$ cat config.mk
export PLATFORM = sky130hd
export DESIGN_NAME = mem_port_arbiter
export DESIGN_NICKNAME = d
export VERILOG_FILES = /design/src/rtl/mem_port_arbiter.sv
export SDC_FILE = /design/constraint.sdc
export NUM_CORES = 1
export LEC_CHECK = 0
export CAP_MARGIN = 20
export CORE_MARGIN = 2
export CORE_UTILIZATION = 63
export DETAILED_ROUTE_END_ITERATION = 7
export DONT_BUFFER_PORTS = 1
export PLACE_DENSITY = 0.81
export SETUP_SLACK_MARGIN = 0.3
export SYNTH_ARGS = -nofsm -noshare
export SYNTH_HDL_FRONTEND = slang
export SYNTH_SLANG_ARGS = --single-unit
export TNS_END_PERCENT = 50
$ cat constraint.sdc
create_clock -name clk -period 2.1 [get_ports clk]
set_clock_uncertainty 0.15 [all_clocks]
set_input_delay 0.42 -clock clk [delete_from_list [all_inputs] [get_ports clk]]
set_output_delay 0.42 -clock clk [all_outputs]
set_load 0.02 [all_outputs]
$ cat src/rtl/mem_port_arbiter.sv
// Two-requester arbiter (fetch read-only, load/store read/write) in front of a
// single DLX memory port; serialises accesses and returns one registered response each.
module mem_port_arbiter #(
    parameter int WORD_SIZE    = 32,
    parameter int ADDRESS_SIZE = 16,
    parameter int TIMEOUT      = 16
) (
    input  logic                    clk,
    input  logic                    rst,
    input  logic                    i_req,
    input  logic [ADDRESS_SIZE-1:0] i_addr,
    output logic                    i_ack,
    output logic [WORD_SIZE-1:0]    i_rdata,
    output logic                    i_err,
    input  logic                    d_req,
    input  logic                    d_rnw,
    input  logic [ADDRESS_SIZE-1:0] d_addr,
    input  logic [WORD_SIZE-1:0]    d_wdata,
    output logic                    d_ack,
    output logic [WORD_SIZE-1:0]    d_rdata,
    output logic                    d_err,
    output logic                    mem_en,
    output logic                    mem_rnw,
    output logic [ADDRESS_SIZE-1:0] mem_addr,
    output logic [WORD_SIZE-1:0]    mem_wdata,
    input  logic [WORD_SIZE-1:0]    mem_rdata,
    input  logic                    mem_ready
);

    localparam int CNT_W = (TIMEOUT > 2) ? $clog2(TIMEOUT) : 1;

    typedef enum logic [1:0] {IDLE, BUSY, RESP} state_t;
    typedef enum logic {GNT_I = 1'b0, GNT_D = 1'b1} gnt_t;

    typedef struct packed {
        gnt_t                    gnt;
        logic                    rnw;
        logic [ADDRESS_SIZE-1:0] addr;
        logic [WORD_SIZE-1:0]    wdata;
    } access_t;

    typedef struct packed {
        logic [WORD_SIZE-1:0] rdata;
        logic                 err;
    } resp_t;

    state_t     state_q, state_d;
    gnt_t       last_q, last_d;
    gnt_t       pick;
    access_t    acc_q, acc_d;
    resp_t      rsp_q, rsp_d;
    resp_t      i_rsp_q, i_rsp_d;
    resp_t      d_rsp_q, d_rsp_d;
    logic [CNT_W-1:0] cnt_q, cnt_d;
    logic       mem_en_q, mem_en_d;
    logic       i_ack_q, i_ack_d;
    logic       d_ack_q, d_ack_d;

    always_ff @(posedge clk or negedge rst) begin
        if (!rst) begin
            state_q  <= IDLE;
            last_q   <= GNT_D;
            acc_q    <= '0;
            rsp_q    <= '0;
            i_rsp_q  <= '0;
            d_rsp_q  <= '0;
            cnt_q    <= '0;
            mem_en_q <= 1'b0;
            i_ack_q  <= 1'b0;
            d_ack_q  <= 1'b0;
        end else begin
            state_q  <= state_d;
            last_q   <= last_d;
            acc_q    <= acc_d;
            rsp_q    <= rsp_d;
            i_rsp_q  <= i_rsp_d;
            d_rsp_q  <= d_rsp_d;
            cnt_q    <= cnt_d;
            mem_en_q <= mem_en_d;
            i_ack_q  <= i_ack_d;
            d_ack_q  <= d_ack_d;
        end
    end

    always_comb begin
        state_d  = state_q;
        last_d   = last_q;
        acc_d    = acc_q;
        rsp_d    = rsp_q;
        i_rsp_d  = i_rsp_q;
        d_rsp_d  = d_rsp_q;
        cnt_d    = cnt_q;
        mem_en_d = mem_en_q;
        i_ack_d  = 1'b0;
        d_ack_d  = 1'b0;
        // On a tie the side that did not win last time gets the port
        if (i_req && d_req) pick = (last_q == GNT_D) ? GNT_I : GNT_D;
        else                pick = d_req ? GNT_D : GNT_I;

        case (state_q)
            IDLE: begin
                mem_en_d = 1'b0;
                if (i_req || d_req) begin
                    acc_d.gnt = pick;
                    if (pick == GNT_I) begin
                        acc_d.rnw   = 1'b1;
                        acc_d.addr  = i_addr;
                        acc_d.wdata = '0;
                    end else begin
                        acc_d.rnw   = d_rnw;
                        acc_d.addr  = d_addr;
                        acc_d.wdata = d_wdata;
                    end
                    mem_en_d = 1'b1;
                    cnt_d    = '0;
                    state_d  = BUSY;
                end
            end
            BUSY: begin
                // Ready is checked before the watchdog so a late ready still wins
                if (mem_ready) begin
                    rsp_d.rdata = acc_q.rnw ? mem_rdata : '0;
                    rsp_d.err   = 1'b0;
                    mem_en_d    = 1'b0;
                    state_d     = RESP;
                end else if (cnt_q == CNT_W'(TIMEOUT - 1)) begin
                    rsp_d.rdata = '0;
                    rsp_d.err   = 1'b1;
                    mem_en_d    = 1'b0;
                    state_d     = RESP;
                end else begin
                    cnt_d = cnt_q + CNT_W'(1);
                end
            end
            RESP: begin
                mem_en_d = 1'b0;
                if (acc_q.gnt == GNT_I) begin
                    i_ack_d = 1'b1;
                    i_rsp_d = rsp_q;
                end else begin
                    d_ack_d = 1'b1;
                    d_rsp_d = rsp_q;
                end
                last_d  = acc_q.gnt;
                state_d = IDLE;
            end
            default: begin
                mem_en_d = 1'b0;
                state_d  = IDLE;
            end
        endcase
    end

    assign mem_en    = mem_en_q;
    assign mem_rnw   = acc_q.rnw;
    assign mem_addr  = acc_q.addr;
    assign mem_wdata = acc_q.wdata;
    assign i_ack     = i_ack_q;
    assign i_rdata   = i_rsp_q.rdata;
    assign i_err     = i_rsp_q.err;
    assign d_ack     = d_ack_q;
    assign d_rdata   = d_rsp_q.rdata;
    assign d_err     = d_rsp_q.err;

endmodule

==> flow_summary.yaml, run 1 <==
power:
  p_per_area_mw_per_mm2: 1520
  switching_power_mw: 4.37
  ir_drop_mv: 0.883
  intPower_mw: 7.54
  comb_power_share_pct: 18.5
  switching_share_pct: 36.7
  sequentialPowerShare_pct: 55.6
  leakage_nw: 3.68
  clockPowerShare_pct: 25.9
floorplanning:
  num_rows: 36
  core_area_mm2: 0.00986
  die_h_um: 105
  start_util_pct: 65.3
  die_area_mm2: 0.0111
  io_pins: 220
  fp.dieW_um: 105
timing:
  grt_setup_unrepaired: "yes"
  period_share_pct: 84.2
  tns_ps: 0
  max-slew-margin-rel_pct: 68.0
  max_freq_mhz: 566
  setup_slack_ps: 332
  maxSlewViolCount: 0
  min_period_ps: 1770
  worst_pin_slew_ps: 478
  hold_viol: 159
  hold_slack_ps: -547
  setup_viol: 0
synth:
  ys_top_cells_by_area: "dfrtp_1, mux2_2, a22o_1"
  yosys_register_bits: 159
  synthFlopType: "dfrtp_1"
  synthTopCellsByCount: "dfrtp_1, mux2_2, a22o_1"
  synth_cell_types: 38
  synth-edff-count: 0
  yosys_warnings: 0
  synth_top_area_share_pct: 61.4
  syn_nets: 566
  synth.cell_area_mm2: 0.00644
  async_flop_share_pct: 100
  syn_inst: 463
  synth-seq-area-share_pct: 61.8
  synth_most_common_cell: "dfrtp_1"
  yosysTopAreaCell: "dfrtp_1"
  syn_avg_cell_area_um2: 13.9
final_layout:
  utilization_pct: 79.4
  final_cells: 661
  area_delta_synth_final_pct: 21.6
  drive_above_1_share_pct: 23.3
  nNetsFinal: 619
  n_antenna_cell: 0
critical_path:
  critPathMaxFanout: 30
  cp.required_ps: 2340
  end_kind: "register"
  crit_start: "state_q[0]"
  rrSetupSlack_ps: 330
  worst-setup-path-type: "reg2reg"
  critPathArrivalTime_ps: 2010
  cp_slowest_cell: "dfrtp_2"
  critPathLaunchType: "register"
  r2r-start: "state_q[0]"
  reg2reg_depth: 4
  crit_chain: "or2_4 -> or2_1 -> buf_6 -> a22o_1"
  max_stage_delay_ps: 440
  r2r-end: "mem_wdata[15]"
worst_hold_path:
  worstHoldPathType: "in2async"
clock_tree:
  h-tree-depth: 4
  path_clk_slew_ps: 60
  clock-sinks: 159
  root_buffer: "clkbuf_8"
  cts_tree: "yes"
  cts_buffers: 17
  post_cts_buffers: 0
  hold_buffers: 96
  clockBufferDepth: 2
  clk_latency_ps: 510
outcome:
  violations: "negative hold slack"
  outcome: "complete, but fails checks"
global_route:
  grt_antenna_before_repair: 0
  grt_pass1_vias: 4401
  grt_start_max_net_pins: 160
  grt_pass1_wl_um: 23900
  gr-total-overflow: 0
  grt_usage_pct: 28.1
route:
  ant_nets: 0
  vias: 4145
  drc_errors: 0
  avgViaCountPerCell: 6.27
  wl_per_cell_um: 22.9
  dr.pass1.iters: 5
  drt_iter0_drc: 316
  totalWireLength_um: 15200
placement:
  globalplace.congestion: 0.823
  place_inst: 532
  dp_slack_ps: 292
  hpwl_um: 8610
  numPortBuffers: 0
run:
  cap_violations: 0
## repair_timing
item / CTS / global route
pin swaps: 1 / 1
endpoints found under the setup margin: 17 / 57
cloned: 0 / 2
resized for setup: 1 / 8
endpoints found under the hold margin: 244 / 159
## state kept, by name (all words and copies together) (netlist names)
signal     flops
d_err          1
last_q         1
mem_addr      16
d_ack          1
mem_rnw        1
rsp_q         33
i_ack          1
state_q        2
i_err          1
acc_q          1
cnt_q          4
mem_wdata     32
d_rdata       32
mem_en         1
i_rdata       32
## layout by cell type, fill, tap and decap left out, types with 2 or more instances in the layout
cell / n
dfrtp_1: 156
bufinv_16: 3
dlygate4sd3_1: 96
inv_6: 3
clkbuf_16: 17
clkinv_4: 2
dfrtp_2: 2
clkbuf_8: 3
nand2b_1: 2
a21oi_1: 3
and3_1: 2
clkinvlp_4: 2
buf_6: 3
mux2_2: 66
a21o_1: 2
o21ai_0: 33
a22o_1: 64
buf_12: 2
inv_1: 3
mux2i_1: 17
nor2_1: 2
buf_4: 10
nand2_1: 8
## per-stage QoR
step                      total power, mW  hold WS (ps)  cell area [um^2]
after global routing                 12.5          -585              7830
after floorplan                      8.47         -25.6              6440
after CTS                            11.8          -568              7770
final                                11.9          -547              7830
after detailed placement             8.57         -22.3              6210
after global placement               8.36         -22.4              6210
## critical path, delay by kind of cell, from the launching register on
| family | cells | cell delay, ps |
|---|---|---|
| and+or+nand+nor | 2 | 590 |
| DFF | 1 | 440 |
| AOI/OAI and AO/OA | 1 | 270 |
| buffers and inverters | 1 | 190 |
## area by class of cell
type | count | area, um^2
clock inverters | 11 | 154
well taps | 133 | 166
fillers | 536 | 2030
flip-flops and latches | 159 | 3980
repair buffers | 112 | 1130
inverters | 3 | 11.3
multi-input cells | 223 | 1940
clock buffers | 20 | 445
## worst max path at each step
stage               endpoint  slack [ps]  cells past startpoint
2_1_floorplan      rsp_q[10]         350                      5
3_5_place_dp    mem_wdata[8]         290                      4
4_1_cts         mem_wdata[8]         300                      4
5_1_grt             cnt_q[0]         270                      4
3_3_place_gp   mem_wdata[16]         360                      4
6_report       mem_wdata[15]         330                      4
## power by group through the flow
stage	registers [mW]	clock network (mW)	logic, mW
floorplan	5.68	0	2.78
global placement	6.56	0	1.80
detailed placement	6.63	0	1.94
CTS	6.59	3.13	2.10
global route	6.77	3.28	2.41
finish	6.62	3.09	2.20
## cells by family after synthesis
family | after synthesis | synth area share (%)
fa+ha+maj | 1 | 0.194
simple gates | 25 | 2.04
buf+inv | 82 | 8.64
compound gates | 113 | 13.2
mux | 83 | 14.2
flops | 159 | 61.8
## routing by layer
| layer | track usage (%) | vias up | share of wire [%] |
|---|---|---|---|
| met1 | 33.2 | 2105 | 38 |
| met2 | 46.6 | 257 | 50 |
| met5 | 0 | - | 0 |
| met4 | 11.8 | 0 | 3.7 |
| met3 | 10.2 | 53 | 8.5 |
| li1 | - | 1730 | - |
(Power assumes the default switching activity.)
==> inputs of run 2 (changes only) <==
Settings changed: CORE_UTILIZATION 63 to 57, PLACE_DENSITY 0.81 to 0.77.
Clock period 2.1 ns to 1.6 ns, I/O delays scaled along.
==> flow_summary.yaml, run 2 (synthesis gave the netlist of run 1 again) <==
timing:
  tns_ps: -3780
  setup_viol: 102
  maxSlewViolCount: 0
  hold_slack_ps: -551
  max-slew-margin-rel_pct: 77.5
  period_share_pct: 106
  hold_viol: 159
  grt_setup_unrepaired: "yes"
  min_period_ps: 1690
  setup_slack_ps: -94.7
  max_freq_mhz: 590
  worst_pin_slew_ps: 337
clock_tree:
  hold_buffers: 98
  path_clk_slew_ps: 60
  cts_buffers: 17
  clock-sinks: 159
  clockBufferDepth: 2
  h-tree-depth: 4
  root_buffer: "clkbuf_16"
  clk_latency_ps: 410
  cts_tree: "yes"
final_layout:
  largest_register_ffs: 33
  final_cells: 697
  nNetsFinal: 647
  n_antenna_cell: 0
  design_area_mm2: 0.00865
  area_delta_synth_final_pct: 34.2
  drive_above_1_share_pct: 33.6
  final_cell_mix: "dfrtp_1, dlygate4sd3_1, a22o_1"
  layout_commonest_cell: "dfrtp_1"
  top_register: "rsp_q"
placement:
  hpwl_um: 8680
  place_area_mm2: 0.00638
  numPortBuffers: 0
  globalplace.congestion: 0.767
  place_inst: 545
floorplanning:
  num_rows: 38
  die_h_um: 110
  fp.dieW_um: 110
  io_pins: 220
  core_area_mm2: 0.0109
  start_util_pct: 58.9
  die_area_mm2: 0.0122
critical_path:
  critPathMaxFanout: 5
  r2r-start: "state_q[1]"
  cp_slowest_cell: "dfrtp_1"
  critPathLaunchType: "register"
  reg2reg_depth: 6
  max_stage_delay_ps: 430
  worst-setup-path-type: "reg2reg"
  cp.required_ps: 1800
  end_kind: "register"
  rrSetupSlack_ps: -90
  cpMostUsedCell: "buf_6"
  crit_chain: "buf_6 -> buf_4 -> buf_6 -> or3_4 -> a21oi_2 -> a31o_2"
  critPathArrivalTime_ps: 1900
  r2r-end: "cnt_q[2]"
route:
  dr.pass1.iters: 5
  ant_nets: 0
  drc_errors: 0
  totalWireLength_um: 17100
  vias: 4272
  avgViaCountPerCell: 6.13
  drt_iter0_drc: 333
  wl_per_cell_um: 24.6
power:
  switching_power_mw: 6.09
  p_per_area_mw_per_mm2: 1930
  switching_share_pct: 36.5
  ir_drop_mv: 1.14
  sequentialPowerShare_pct: 52.7
  intPower_mw: 10.6
  power_mw: 16.7
  clockPowerShare_pct: 23.3
  comb_power_share_pct: 24.0
  leakage_nw: 4.02
global_route:
  grt_usage_pct: 26.8
  grt_pass1_vias: 4406
  grt_antenna_before_repair: 0
  grt_pass1_wl_um: 23900
  gr-total-overflow: 0
  grt_start_max_net_pins: 160
outcome:
  outcome: "complete, but fails checks"
  violations: "negative hold slack, negative setup slack"
worst_hold_path:
  worstHoldPathType: "in2async"
run:
  cap_violations: 0
[run 2: cell count changes in the layout (fill, tap and decap cells not counted), moves of 9 or more]
cell / previous run / this run
o21ai_0: 33 / 21
mux2_4: 0 / 41
dfrtp_2: 2 / 17
mux2_2: 66 / 25
buf_12: 2 / 11
dfrtp_1: 156 / 141
[run 2: how the worst max path moves through the flow]
stage,from,end,slack [ps],depth (start not counted)
2_1_floorplan,state_q[1],mem_wdata[0],-50,6
3_3_place_gp,state_q[1],i_rdata[23],0.9,5
3_5_place_dp,state_q[1],i_rdata[13],-30,5
4_1_cts,state_q[1],d_rdata[16],-30,6
6_report,state_q[1],cnt_q[2],-90,6
5_1_grt,state_q[1],cnt_q[2],-110,6
[run 2: critical path: cells and delay by family, from the launching register on]
kind / cells / cell delay, ps
buffers and inverters: 3 / 400
AOI/OAI and AO/OA: 2 / 290
DFF: 1 / 430
and+or+nand+nor: 1 / 370
[run 2: cell type report]
class | count | area (um^2)
multi-input cells | 222 | 2230
flip-flops and latches | 159 | 4000
repair buffers | 141 | 1660
clock inverters | 10 | 114
clock buffers | 22 | 454
inverters | 3 | 11.3
well taps | 140 | 175
fillers | 594 | 2290
[run 2: per-layer routing]
| layer | global-route usage [%] | wire length (um) | part of all wire (%) | vias up |
|---|---|---|---|---|
| met1 | 31.8 | 6420 | 37 | 2203 |
| li1 | - | - | - | 1792 |
| met5 | 0 | 0 | 0 | - |
| met2 | 46.2 | 8870 | 52 | 240 |
| met3 | 8.52 | 1490 | 8.7 | 37 |
| met4 | 9.11 | 367 | 2.1 | 0 |
[run 2: power groups by stage]
stage	combinational [mW]	clock, mW	sequential [mW]
floorplan	3.69	0	7.47
global placement	2.58	0	8.57
detailed placement	2.76	0	8.67
CTS	3.44	3.91	8.65
global route	4.24	4.11	8.99
finish	3.99	3.88	8.79
[run 2: timing repair]
action,4_1_cts,5_1_grt
gates resized for setup,50,66
cloned,4,6
buffers inserted,11,1
setup endpoints to repair,274,276
hold endpoints to repair,246,159
pin swaps,7,6
[run 2: per-stage QoR]
stage          setup WS, ps  util [%]
6_report              -94.7      79.1
3_5_place_dp          -29.4      58.4
2_1_floorplan         -53.0         -
4_1_cts               -31.2      76.0
5_1_grt                -113      79.1
3_3_place_gp          0.932      58.4
==> inputs of run 3 (changes only) <==
Settings changed: CORE_UTILIZATION 57 to 56, PLACE_DENSITY 0.77 to 0.76.
==> flow_summary.yaml, run 3 (synthesis gave the netlist of run 1 again) <==
outcome:
  outcome: "complete, but fails checks"
  violations: "negative hold slack, negative setup slack"
global_route:
  grtUsageMet2_pct: 42.9
  top_usage_layer: "met2"
  grt_pass1_vias: 4451
  grt_start_max_net_pins: 160
  gr-usage-met3_pct: 9.19
  grt_antenna_before_repair: 0
  gr-total-overflow: 0
  grt_pass1_wl_um: 25200
  grt_usage_pct: 26.3
  use_met1_pct: 33.1
power:
  switching_share_pct: 35.6
  comb_power_share_pct: 22.6
  leakage_nw: 3.99
  p_per_area_mw_per_mm2: 1950
  sequentialPowerShare_pct: 52.1
  switching_power_mw: 5.98
  ir_drop_mv: 1.44
  intPower_mw: 10.8
  power_mw: 16.8
  clockPowerShare_pct: 25.2
final_layout:
  ff_latch_area_mm2: 0.00400
  multi_input_area_mm2: 0.00216
  design_area_mm2: 0.00858
  area_delta_synth_final_pct: 33.2
  nNetsFinal: 647
  n_fill_cell: 654
  final_cell_mix: "dfrtp_1, dlygate4sd3_1, a22o_1"
  utilization_pct: 75.8
  layout_commonest_cell: "dfrtp_1"
  n_antenna_cell: 0
  drive_above_1_share_pct: 32.0
  top_register: "rsp_q"
  largest_register_ffs: 33
clock_tree:
  clockBufferDepth: 2
  root_buffer: "clkbuf_16"
  path_clk_slew_ps: 60
  cts_buffers: 17
  hold_buffers: 99
  h-tree-depth: 4
  clock-sinks: 159
  clk_latency_ps: 420
  cts_tree: "yes"
floorplanning:
  die_area_mm2: 0.0124
  start_util_pct: 56.9
  num_rows: 39
  io_pins: 220
  core_area_mm2: 0.0113
  fp.dieW_um: 111
  die_h_um: 111
timing:
  maxSlewViolCount: 0
  grt_setup_unrepaired: "yes"
  max_freq_mhz: 614
  period_share_pct: 102
  worst_pin_slew_ps: 320
  setup_slack_ps: -29.1
  hold_slack_ps: -556
  max-slew-margin-rel_pct: 78.6
  setup_viol: 61
  min_period_ps: 1630
  tns_ps: -658
  hold_viol: 159
placement:
  globalplace.congestion: 0.757
  numPortBuffers: 0
  hpwl_um: 8360
  place_area_mm2: 0.00636
route:
  vias: 4145
  wl_per_cell_um: 23.2
  totalWireLength_um: 16300
  avgViaCountPerCell: 5.92
  drt_iter0_drc: 321
  ant_nets: 0
  drc_errors: 0
  dr.pass1.iters: 4
critical_path:
  critPathArrivalTime_ps: 1780
  rrSetupSlack_ps: -30
  critPathLaunchType: "register"
  critPathMaxFanout: 14
  end_kind: "register"
  worst-setup-path-type: "reg2reg"
  cp.required_ps: 1750
run:
  cap_violations: 0
worst_hold_path:
  worstHoldPathType: "in2async"
## run 3: routing by layer
metal | wire length (um) | share of wire, %
met1 | 6380 | 39
met2 | 8310 | 51
met3 | 1190 | 7.3
met4 | 363 | 2.2
met5 | 0 | 0
## run 3: area by class of cell
type,count,area share [%]
Sequential cell,159,46.6
Multi-Input combinational cell,222,25.1
Timing Repair Buffer,141,18.8
Clock buffer,23,5.80
Tap cell,143,2.08
Clock inverter,9,1.49
Inverter,3,0.131
## run 3: final timing paths
check | startpoint | endpoint | depth (start not counted)
worst min register to register | last_q | last_q | 2
worst min-delay path | rst | mem_wdata[26] | 0
worst max register to register | state_q[0] | d_rdata[10] | 5
min in group clk | mem_ready | state_q[1] | 3
max in group asynchronous | rst | last_q | 0
worst max-delay path | state_q[0] | d_rdata[10] | 5
## run 3: through the flow
step / instances / setup WS, ps
6_report: 700 / -29.1
4_1_cts: 695 / -8.24
3_3_place_gp: 548 / -8.26
5_1_grt: 700 / -63.2
3_5_place_dp: 548 / -46.6
2_1_floorplan: 463 / -53.0
## run 3: worst max-delay path, stage by stage, from the launching register on
cell	delay, ps
dfrtp_1	400
buf_4	160
nand3b_1	200
buf_6	160
buf_12	150
mux2_2	280
## run 3: repair_timing
item                                    4_1_cts  5_1_grt
pin swaps                                     3        6
hold endpoints to repair                    247      159
endpoints found under the setup margin      273      276
buffers inserted                             11        2
gates resized for setup                      58       41
cloned                                        5        3
## run 3: power groups by stage
stage	Sequential [mW]	Clock, mW	Combinational [mW]
after floorplan	7.47	0	3.69
after global placement	8.57	0	2.58
after detailed placement	8.66	0	2.74
after CTS	8.64	4.26	3.50
after global routing	8.92	4.49	4.10
final	8.74	4.23	3.80
